## config.mk

```make
export PLATFORM = sky130hd
export DESIGN_NAME = player_floor_physics
export DESIGN_NICKNAME = d
export VERILOG_FILES = /design/src/rtl/floor_pkg.sv /design/src/rtl/bcd_score_counter.sv /design/src/rtl/player_floor_physics.sv
export SDC_FILE = /design/constraint.sdc
export NUM_CORES = 1
export LEC_CHECK = 0
export BUFFER_PORTS_ARGS = -buffer_cell sky130_fd_sc_hd__buf_2
export CAP_MARGIN = 10
export CORE_MARGIN = 1
export CORE_UTILIZATION = 55
export DETAILED_ROUTE_END_ITERATION = 8
export GPL_TIMING_DRIVEN = 0
export PLACE_DENSITY = 0.83
export REMOVE_ABC_BUFFERS = 1
export SYNTH_ARGS = -nofsm -noshare
export SYNTH_HDL_FRONTEND = slang
export SYNTH_SLANG_ARGS = --single-unit
```

## constraint.sdc

```tcl
create_clock -name Clk -period 4.8 [get_ports Clk]
set_clock_uncertainty 0.1 [all_clocks]
set_input_delay 0.48 -clock Clk [delete_from_list [all_inputs] [get_ports Clk]]
set_output_delay 0.48 -clock Clk [all_outputs]
set_load 0.005 [all_outputs]
```

## src/rtl/floor_pkg.sv

```systemverilog
`default_nettype none
// ============================================================================
// Module      : floor_pkg
// Description : Shared constants and types for the floor / player physics
//               pipeline: floor geometry, screen limits, the physics FSM
//               state encoding and the "no supporting floor" marker.
// Revision    : 1.0  initial release
// ============================================================================
package floor_pkg;

  localparam int NUM_FLOORS = 5;
  localparam int FLOOR_W    = 90;
  localparam int FLOOR_H    = 20;

  localparam int SCREEN_W   = 640;
  localparam int Y_MIN      = 0;
  localparam int Y_MAX      = 479;

  typedef enum logic [1:0] {
    IDLE   = 2'd0,
    SCAN   = 2'd1,
    UPDATE = 2'd2,
    DEAD   = 2'd3
  } physics_state_t;

  // landed_idx value meaning "airborne"
  localparam logic [2:0] NO_FLOOR = 3'd7;

endpackage
`default_nettype wire

```

## src/rtl/bcd_score_counter.sv

```systemverilog
`default_nettype none
// ============================================================================
// Module      : bcd_score_counter
// Description : Two-digit BCD score counter. Increments by one on each cycle
//               that inc is high; ones digit wraps 9->0 carrying into tens;
//               the count saturates at 99.
// Ports       : Clk    - system clock
//               Reset  - synchronous active-high reset (score -> 00)
//               inc    - single-cycle increment request
//               score1 - BCD tens digit
//               score0 - BCD ones digit
// Revision    : 1.0  initial release
// ============================================================================
module bcd_score_counter (
  input  logic       Clk,
  input  logic       Reset,
  input  logic       inc,
  output logic [3:0] score1,
  output logic [3:0] score0
);

  logic [3:0] tens_q, tens_d;
  logic [3:0] ones_q, ones_d;
  logic       at_max;

  assign at_max = (tens_q == 4'd9) && (ones_q == 4'd9);

  always_comb begin
    tens_d = tens_q;
    ones_d = ones_q;
    if (inc && !at_max) begin
      if (ones_q == 4'd9) begin
        ones_d = 4'd0;
        tens_d = tens_q + 4'd1;
      end else begin
        ones_d = ones_q + 4'd1;
      end
    end
  end

  always_ff @(posedge Clk) begin
    if (Reset) begin
      tens_q <= 4'd0;
      ones_q <= 4'd0;
    end else begin
      tens_q <= tens_d;
      ones_q <= ones_d;
    end
  end

  assign score1 = tens_q;
  assign score0 = ones_q;

endmodule
`default_nettype wire

```

## src/rtl/player_floor_physics.sv

```systemverilog
`default_nettype none
// ============================================================================
// Module      : player_floor_physics
// Description : Per-frame player physics and scoring. On each frame strobe
//               the five floors are scanned (one per clock) for support under
//               the player, then a single update cycle applies horizontal
//               movement, gravity or snap-to-floor, scoring and death.
//               Outputs change 7 clocks after the frame_clk rising edge.
// Ports       : Clk, Reset          - clock, synchronous active-high reset
//               frame_clk           - frame strobe, acted on at rising edge
//               key_left, key_right - held direction keys
//               floor_x, floor_y    - left / top edge of each live floor
//               player_x, player_y  - player left / top edge
//               score1, score0      - BCD score tens / ones
//               landed_idx          - supporting floor index, 7 = airborne
//               game_over           - sticky death flag
// Revision    : 1.0  initial release
// ============================================================================
module player_floor_physics #(
  parameter int PLAYER_SIZE = 16,
  parameter int FALL_STEP   = 3,
  parameter int X_STEP      = 2,
  parameter int PX_INIT     = 312,
  parameter int PY_INIT     = 100,
  parameter int SCREEN_W    = floor_pkg::SCREEN_W,
  parameter int Y_MIN       = floor_pkg::Y_MIN,
  parameter int Y_MAX       = floor_pkg::Y_MAX
) (
  input  logic       Clk,
  input  logic       Reset,
  input  logic       frame_clk,
  input  logic       key_left,
  input  logic       key_right,
  input  logic [9:0] floor_x [floor_pkg::NUM_FLOORS],
  input  logic [9:0] floor_y [floor_pkg::NUM_FLOORS],
  output logic [9:0] player_x,
  output logic [9:0] player_y,
  output logic [3:0] score1,
  output logic [3:0] score0,
  output logic [2:0] landed_idx,
  output logic       game_over
);

  import floor_pkg::*;

  localparam logic [10:0]        c_size11    = 11'(PLAYER_SIZE);
  localparam logic [10:0]        c_floor_w11 = 11'(FLOOR_W);
  localparam logic [10:0]        c_x_step11  = 11'(X_STEP);
  localparam logic [10:0]        c_x_max11   = 11'(SCREEN_W - PLAYER_SIZE);
  localparam logic [9:0]         c_x_max10   = 10'(SCREEN_W - PLAYER_SIZE);
  localparam logic signed [11:0] c_size12    = 12'(PLAYER_SIZE);
  localparam logic signed [11:0] c_fall12    = 12'(FALL_STEP);
  localparam logic signed [11:0] c_y_min12   = 12'(Y_MIN);
  localparam logic signed [11:0] c_y_max12   = 12'(Y_MAX);
  localparam logic [2:0]         c_last_idx  = 3'(NUM_FLOORS - 1);

  physics_state_t state_q, state_d;

  logic       frame_q;
  logic       frame_edge;
  logic [2:0] scan_idx_q, scan_idx_d;
  logic       hit_found_q, hit_found_d;
  logic [2:0] hit_idx_q, hit_idx_d;
  logic [9:0] px_q, px_d;
  logic [9:0] py_q, py_d;
  logic [2:0] landed_q, landed_d;
  logic       game_over_q, game_over_d;
  logic       score_inc;

  assign frame_edge = frame_clk & ~frame_q;

  // --------------------------------------------------------------------------
  // Support test for the floor currently addressed by the scan index.
  // Everything is widened so that sums near 1023 cannot wrap.
  // --------------------------------------------------------------------------
  logic [9:0]         scan_fx, scan_fy;
  logic [10:0]        px_ext, fx_ext, bottom;
  logic signed [11:0] catch_lo;
  logic               overlap, in_catch, supported;

  assign scan_fx   = floor_x[scan_idx_q];
  assign scan_fy   = floor_y[scan_idx_q];
  assign px_ext    = {1'b0, px_q};
  assign fx_ext    = {1'b0, scan_fx};
  assign bottom    = {1'b0, py_q} + c_size11;
  assign overlap   = ((px_ext + c_size11) > fx_ext) && (px_ext < (fx_ext + c_floor_w11));
  // floor_y - FALL_STEP may go negative for floors near the top
  assign catch_lo  = $signed({2'b00, scan_fy}) - c_fall12;
  assign in_catch  = ($signed({1'b0, bottom}) >= catch_lo) && (bottom <= ({1'b0, scan_fy} + 11'd1));
  assign supported = overlap && in_catch;

  // --------------------------------------------------------------------------
  // Candidate position for the update cycle
  // --------------------------------------------------------------------------
  logic [9:0]         land_fy;
  logic signed [11:0] y_new;
  logic [9:0]         x_new;
  logic               dies;

  assign land_fy = floor_y[hit_idx_q];
  assign y_new   = hit_found_q ? ($signed({2'b00, land_fy}) - c_size12)
                               : ($signed({2'b00, py_q}) + c_fall12);
  assign dies    = (y_new <= c_y_min12) || ((y_new + c_size12) >= c_y_max12);

  always_comb begin
    x_new = px_q;
    if (key_left && !key_right) begin
      x_new = (px_ext < c_x_step11) ? 10'd0 : 10'(px_ext - c_x_step11);
    end else if (key_right && !key_left) begin
      x_new = ((px_ext + c_x_step11) > c_x_max11) ? c_x_max10 : 10'(px_ext + c_x_step11);
    end
  end

  // --------------------------------------------------------------------------
  // State register
  // --------------------------------------------------------------------------
  always_ff @(posedge Clk) begin
    if (Reset) begin
      state_q <= IDLE;
    end else begin
      state_q <= state_d;
    end
  end

  // --------------------------------------------------------------------------
  // Next-state logic
  // --------------------------------------------------------------------------
  always_comb begin
    state_d = state_q;
    case (state_q)
      IDLE:    if (frame_edge) state_d = SCAN;
      SCAN:    if (scan_idx_q == c_last_idx) state_d = UPDATE;
      UPDATE:  state_d = dies ? DEAD : IDLE;
      DEAD:    state_d = DEAD;
      default: state_d = IDLE;
    endcase
  end

  // --------------------------------------------------------------------------
  // Datapath next values per state
  // --------------------------------------------------------------------------
  always_comb begin
    scan_idx_d  = scan_idx_q;
    hit_found_d = hit_found_q;
    hit_idx_d   = hit_idx_q;
    px_d        = px_q;
    py_d        = py_q;
    landed_d    = landed_q;
    game_over_d = game_over_q;
    score_inc   = 1'b0;
    case (state_q)
      IDLE: begin
        if (frame_edge) begin
          scan_idx_d  = 3'd0;
          hit_found_d = 1'b0;
          hit_idx_d   = NO_FLOOR;
        end
      end
      SCAN: begin
        scan_idx_d = scan_idx_q + 3'd1;
        // lowest index wins: once latched, later hits are ignored
        if (!hit_found_q && supported) begin
          hit_found_d = 1'b1;
          hit_idx_d   = scan_idx_q;
        end
      end
      UPDATE: begin
        px_d        = x_new;
        py_d        = y_new[9:0];
        landed_d    = hit_found_q ? hit_idx_q : NO_FLOOR;
        game_over_d = dies;
        // only a landing on a floor other than the current one scores
        score_inc   = hit_found_q && (hit_idx_q != landed_q);
      end
      default: ;
    endcase
  end

  always_ff @(posedge Clk) begin
    if (Reset) begin
      // reset to 1 so a frame_clk already high at reset release is not an edge
      frame_q     <= 1'b1;
      scan_idx_q  <= 3'd0;
      hit_found_q <= 1'b0;
      hit_idx_q   <= NO_FLOOR;
      px_q        <= 10'(PX_INIT);
      py_q        <= 10'(PY_INIT);
      landed_q    <= NO_FLOOR;
      game_over_q <= 1'b0;
    end else begin
      frame_q     <= frame_clk;
      scan_idx_q  <= scan_idx_d;
      hit_found_q <= hit_found_d;
      hit_idx_q   <= hit_idx_d;
      px_q        <= px_d;
      py_q        <= py_d;
      landed_q    <= landed_d;
      game_over_q <= game_over_d;
    end
  end

  bcd_score_counter u_score (
    .Clk    (Clk),
    .Reset  (Reset),
    .inc    (score_inc),
    .score1 (score1),
    .score0 (score0)
  );

  assign player_x   = px_q;
  assign player_y   = py_q;
  assign landed_idx = landed_q;
  assign game_over  = game_over_q;

endmodule
`default_nettype wire

```

# ---- Word level (Yosys, flattened, before mapping)
# Cells that the tools add are included.
dict set report classes {
  addsub 13
  multipliers 0
  div 0
  order_cmp 10
  n_eq_ne 10
  n_shift 0
  muxes 29
  n_bitwise 4
  reduce_logical 22
}
# cell n
set op_table {}
lappend op_table {{2-to-1 mux 10 bit} 10}
lappend op_table {{binary-select mux 10 bit (select 3 bit)} 3}
lappend op_table {{adder 10 x 2 -> 11 bit, second input constant} 2}
lappend op_table {{adder 10 x 5 -> 11 bit, second input constant} 2}
lappend op_table {{adder 12 x 6 -> 12 bit, second input constant} 1}
lappend op_table {{>= comparator 12 x 10 -> 1 bit, second input constant} 1}
lappend op_table {{>= comparator 12 x 11 -> 1 bit} 1}
lappend op_table {{<= comparator 12 x 1 -> 1 bit, second input constant} 1}
lappend op_table {{2-to-1 mux 12 bit} 1}
lappend op_table {{2-to-1 mux 3 bit} 4}
lappend op_table {{one-hot mux 3 bit (2 select lines)} 2}
lappend op_table {{adder 10 x 1 -> 11 bit, second input constant} 1}
lappend op_table {{adder 10 x 7 -> 11 bit, second input constant} 1}
lappend op_table {{greater-than comparator 11 x 10 -> 1 bit} 1}
lappend op_table {{greater-than comparator 11 x 10 -> 1 bit, second input constant} 1}
lappend op_table {{<= comparator 11 bit} 1}
lappend op_table {{< comparator 10 x 11 -> 1 bit} 1}
lappend op_table {{subtractor 10 x 2 -> 11 bit, second input constant} 1}
lappend op_table {{subtractor 10 x 5 -> 11 bit, second input constant} 1}
lappend op_table {{< comparator 10 x 2 -> 1 bit, second input constant} 1}
lappend op_table {{subtractor 10 x 2 -> 10 bit, second input constant} 1}
lappend op_table {{logical AND 1 bit} 9}
lappend op_table {{adder 4 x 1 -> 4 bit, second input constant} 2}
lappend op_table {{== test 4 bit, second input constant} 2}
lappend op_table {{other kinds (21)} 37}
dict set report word_totals {
  register_bits 42
  latch_bits 0
  ramBits 0
  rom_bits 0
  out_inout_bits 32
  wordCells 99
  mem_count 0
}

# ---- Longest topological paths before layout
dict set report depth {
  ltp_word 11
  ltp_mapped 19
  depth_no_buf 16
}

# ---- Cells and area by module
# Synthesis repeated with hierarchy kept, for this count alone.
dict set report unflattened {
  hier_cells 681
  area_unflattened_um2 5398.9
}
# module n_inst cells_each area_per_inst_um2 seq_area_each_um2
set by_module_without_submodules {}
lappend by_module_without_submodules {player_floor_physics 1 634 4954.8 660.6}
lappend by_module_without_submodules {bcd_score_counter 1 47 444.2 160.2}

# ---- Worst setup path before layout
# OpenSTA, ideal clock, no wires.
dict set report synth_path {
  path_kind {register to register}
  startpoint {register scan_idx_q[0]}
  endpoint {register hit_idx_q[1]}
  setup_ps 72
  arrival_time_ps 4076
  required_time_ps 4628
  path_slack_ps 552
  path_stages_with_launch 19
  path_buffers 4
  synth_period_minus_slack_ps 4248
  path_cell_list {dfxtp_1 buf_2 buf_2 buf_2 mux4_2 a22o_1 ha_1 clkbuf_1 xor2_1 ha_1 a21o_1 nand2_1 nand3b_1 a211oi_1 o21ai_0 a21o_1 a221oi_1 o221a_2 mux2i_1}
}
dict set report synth_between {
  elab_chain_cells 11
}
# element line
set synth_rtl {}
lappend synth_rtl {{from (decl)} player_floor_physics.sv:61} ;# logic [2:0] scan_idx_q, scan_idx_d;
lappend synth_rtl {{from (signal assigned)} player_floor_physics.sv:192} ;# scan_idx_q <= scan_idx_d;
lappend synth_rtl {{NOT 3 -> 4 bit (implied by the code) (*)} {player_floor_physics.sv:81, player_floor_physics.sv:82}}
lappend synth_rtl {{binary-select mux 10 bit (select 3 bit), on equally long branches} {player_floor_physics.sv:82, player_floor_physics.sv:81}}
lappend synth_rtl {{2-to-1 mux 10 bit, on equally long branches (2 in a row)} {player_floor_physics.sv:82, player_floor_physics.sv:81}}
lappend synth_rtl {{subtractor 10 x 2 -> 11 bit, or another cell as far along} player_floor_physics.sv:88} ;# assign catch_lo = $signed({2'b00, scan_fy}) - c_fall12;
lappend synth_rtl {{>= comparator 12 x 11 -> 1 bit, or another cell as far along} player_floor_physics.sv:89} ;# assign in_catch = ($signed({1'b0, bottom}) >= catch_lo) && (bottom <= ({1'b0, scan_fy} + 11'd1));
lappend synth_rtl {{logical AND 1 bit, on equally long branches} {player_floor_physics.sv:89, player_floor_physics.sv:86}}
lappend synth_rtl {{logical AND 1 bit (*)} player_floor_physics.sv:90} ;# assign supported = overlap && in_catch;
lappend synth_rtl {{logical AND 1 bit (*)} player_floor_physics.sv:162} ;# if (!hit_found_q && supported) begin
lappend synth_rtl {{inequality test 2 bit (no line) (*)} -}
lappend synth_rtl {{AND reduction 3 bit (no line) (*)} -}
lappend synth_rtl {{to (signal assigned)} player_floor_physics.sv:194} ;# hit_idx_q <= hit_idx_d;
lappend synth_rtl {{to (decl)} player_floor_physics.sv:63} ;# logic [2:0] hit_idx_q, hit_idx_d;
# Mark *: on every way between the ends. The rest lies on a longest branch, timed or not. The select of a mux whose other input is x is not followed.
# A chain may end at the register's enable or synchronous reset.

# ---- Worst setup path after layout
# Ends and elaborated chain as after synthesis.

==> metrics.md <==
| Metric | Value |
|---|---|
| Number of buffers added to fix hold violations after cts | 0 |
| Share of synthesized cell area in full adder, half adder and majority cells | 0.1264 |
| Kind of end point of the critical path | register |
| Power density over the cells | about 140 nW/µm² |
| Worst Hold Path Cells | 2 |
| Std-Cell Rows | 35 |
| Leading post-synthesis cells by cell area | dfxtp_1 16%, ha_1 13%, mux4_2 9.9%, xnor2_1 4.8%, nor2_1 3.9% |
| Sinks on the clock net | 41 |
| DR vias/cell | about 6.3 |
| Vias after detailed routing | 5,604 |
| Clock transition at path regs | approximately 0.080 ns |
| Clock root buffer | clkbuf_8 |
| Largest area contributor in the netlist | dfxtp_1 |
| Count of endpoints failing hold in the final timing report | 0 |
| Congestion Overflow GR | 0 |
| Maximum fanout count along the critical path | 26 |
| Slew Viols, Final | 0 |
| Share of synthesized registers carrying an async set or reset | 0 |
| Cell leakage power | roughly 2.6 nW |
| Number of buffers added on ports | about 140 |
| RSZ-0062 raised after global routing | no |
| Largest net degree at the start of global routing | 37 |
| Worst hold endpoint | frame_q |
| Final critical-path share of the clock period | 0.9400 |
| Crit-path cells | mux4_2, a22oi_1, nor4_2, and2_1, nor3b_1, nor2b_1, xnor2_1, ha_1, o21a_1, o221ai_1, o21ai_0, a21o_1, a221oi_1, o221a_2, mux2i_1 |
| Start point of the worst min-delay path | frame_clk |
| Origin of the critical flop-to-flop path | scan_idx_q[0] |
| Via count of the first global-routing pass | around 5,300 |
| H-tree levels | 2 |
| Cell class contributing the biggest share of worst-path delay | compound AO/OA/AOI/OAI gates |
| Achievable frequency | roughly 0.22 GHz |
| Instance count of the mapped netlist | ~650 |
| DRC violation total after the first TritonRoute iteration | 477 |
| IO Pins | 137 |
| Remaining antenna violation count after routing | 0 |
| Worst path bufs/invs | 0 |
| Detailed placer's ending HPWL | between 10,000 and 15,000 µm |
| Worst-Margin Slew | ~1.1 ns |
| Worst Path Class, Setup | register to register |
| CP required | roughly 4.9 ns |
| Result of the run | finished clean |
| Layout cells sized above 1 | 0.2474 |
| Synth Area per Inst | about 8.1 µm² |
| Reg2reg setup slack | 0.29 ns |
| Reg2Reg Capture Point | hit_idx_q[1] |
| Number of nets in the finished design | around 910 |
| Maxcap violations | 0 |
| Starting density of the core | 0.5676 |
| Global Route Usage Sum | 0.3093 |
| Minimum clock period | ~4.5 ns |
| Fraction of synthesized cell area taken by the top area cell type | 0.1565 |
| Area of combinational cells with multiple inputs | about 4200 µm² |
| Global-route wire length before repair | around 25,000 µm |
| Count of cell types in the netlist | 70 |
| Non-filler instance count after layout | slightly below 900 |
| Area of the die | around 9900 µm² |
| Cell Count Post-Placement | ~900 |
| Number of iterations in the first detailed-routing pass | 5 |
| Crit path launch type | register |
| Count of synthesis-stage warnings from yosys | 0 |
| Number of cell instances on the worst register-to-register path | 15 |
| Post-Syn Area | ~5200 µm² |
| Worst slew margin relative to its limit | 0.2774 |
| Main combinational cell family by area after synthesis | compound AO/OA/AOI/OAI gates |
| Placer's final routability congestion estimate | 0.9203 |
| Die height | between 90 and 100 µm |
| Register area | 827.0 µm² |
| Area overhead of the layout relative to synthesis | 15.20% |
| Bufs on Longest Clock Path | 2 |
| Post-synthesis compound-gate area fraction | 0.2421 |
| Sequential fraction of the synthesis area | 0.1565 |
| Largest stage delay on the critical path | 0.70 ns |
| Master of the slowest instance on the critical path | dfxtp_4 |
| Xor/xnor share of the synthesized area | 0.07681 |
| Worst hold-check slack | 0.2902 ns |
| Latest clock arrival within the worst-skew pair | 0.29 ns |
| Worst hold path type | primary input to register |
| Fillers | between 800 and 900 |
| Mux contribution to synthesized area | 0.1336 |
| Antenna violations before repair | 0 |
| Placeable core region | between 9000 and 10,000 µm² |
| Worst vdd ir | around 0.16 mV |
| Top_reg_cell synth | dfxtp_1 |
| Die Wd | 99.66 µm |
| CTS tree | done |
| Ranking of synthesized cells by instance count | 54 x nor2_1, 53 x ha_1, 47 x nand2_1 |
| Number of synthesized register bits | 41 |
| DRC viols | 0 |
| Cell with the most instances after synthesis | nor2_1 |
| Number of buffers created by CTS | 5 |
| Final antenna diode count | 0 |
| Total routed wirelength | between 15,000 and 20,000 µm |
| Number of enable-type register cells in the synthesized netlist | 0 |
| Number of failing setup endpoints in the final timing report | 0 |
| Data arrival time of the worst path | 4.62 ns |
| Post-DR wirelength/cell | 17.28 µm |
| Fraction of the mapped netlist area in simple logic gates | 0.2090 |
what timing repair did:
action,CTS,global route
endpoints found under the hold margin,0,0
cloned,1,0
endpoints found under the setup margin,4,4
buffers inserted,1,0
resized for setup,2,4
report_power, final:
part           switching, mW  internal, mW  total (mW)
Sequential            0.0109         0.341       0.352
Clock                  0.117         0.104       0.220
Combinational          0.133         0.137       0.270
worst max path at each step:
stage	to	start	slack (ns)	depth (start not counted)
floorplan	hit_idx_q[0]	scan_idx_q[0]	-0.25	15
global placement	hit_idx_q[1]	scan_idx_q[0]	-1.41	15
detailed placement	hit_idx_q[1]	scan_idx_q[2]	-0.11	17
CTS	hit_idx_q[1]	scan_idx_q[2]	0.06	17
global route	hit_idx_q[1]	scan_idx_q[2]	0.03	17
finish	hit_idx_q[1]	scan_idx_q[0]	0.29	15
routing by layer:
layer	up-vias	share of wire	track usage
met2	282	0.48	0.5385
met4	0	0.022	0.1007
met5	-	0	0
met3	32	0.081	0.05622
met1	2625	0.41	0.3855
li1	2665	-	-
state kept, by name, summed over array words and instances (netlist names), 2 cells and up:
| register | count |
|---|---|
| player_x | 9 |
| hit_idx_q | 3 |
| landed_idx | 3 |
| u_score.score1 | 4 |
| u_score.score0 | 4 |
| state_q | 2 |
| scan_idx_q | 3 |
| player_y | 10 |
cell usage in the layout (no fill, tap or decap), types with 14 or more instances in the layout:
| master | n |
|---|---|
| nand3_1 | 18 |
| a22oi_1 | 21 |
| mux4_2 | 23 |
| mux2i_1 | 16 |
| xnor2_1 | 29 |
| nor2_1 | 54 |
| ha_1 | 53 |
| o211ai_1 | 14 |
| dfxtp_1 | 38 |
| xor2_1 | 17 |
| a21oi_1 | 29 |
| o21ai_0 | 40 |
| buf_2 | 135 |
| inv_1 | 29 |
| nand2_1 | 47 |
metrics by stage:
stage	power, mW	setup TNS [ns]	util	cell area [µm²]	setup slack, ns
floorplan	0.5312	-0.9540	-	5074	-0.2548
global placement	0.6154	-5.549	0.6397	5911	-1.405
detailed placement	0.6261	-0.3496	0.6416	5928	-0.1141
CTS	0.8395	0	0.6521	6026	0.05869
global route	0.8901	0	0.6539	6042	0.03145
finish	0.8426	0	0.6539	6042	0.2881
area by class of cell:
type	count	area share
multi-input cells	538	0.6875
flip-flops and latches	41	0.1369
repair buffers	137	0.1149
well taps	129	0.02671
inverters	31	0.01988
clock buffers	8	0.01325
repair inverters	1	0.0008283
cell families (layout without fill, tap and decap cells):
family,count (synthesis),after routing
adders and majority gates,53,53
and+or+nand+nor,213,213
xor gates and xnor gates,46,46
AOI/OAI and AO/OA,184,184
buffers and inverters,72,177
muxes,41,41
other,1,1
DFF,41,41
Power figures use the tool's default switching activity.
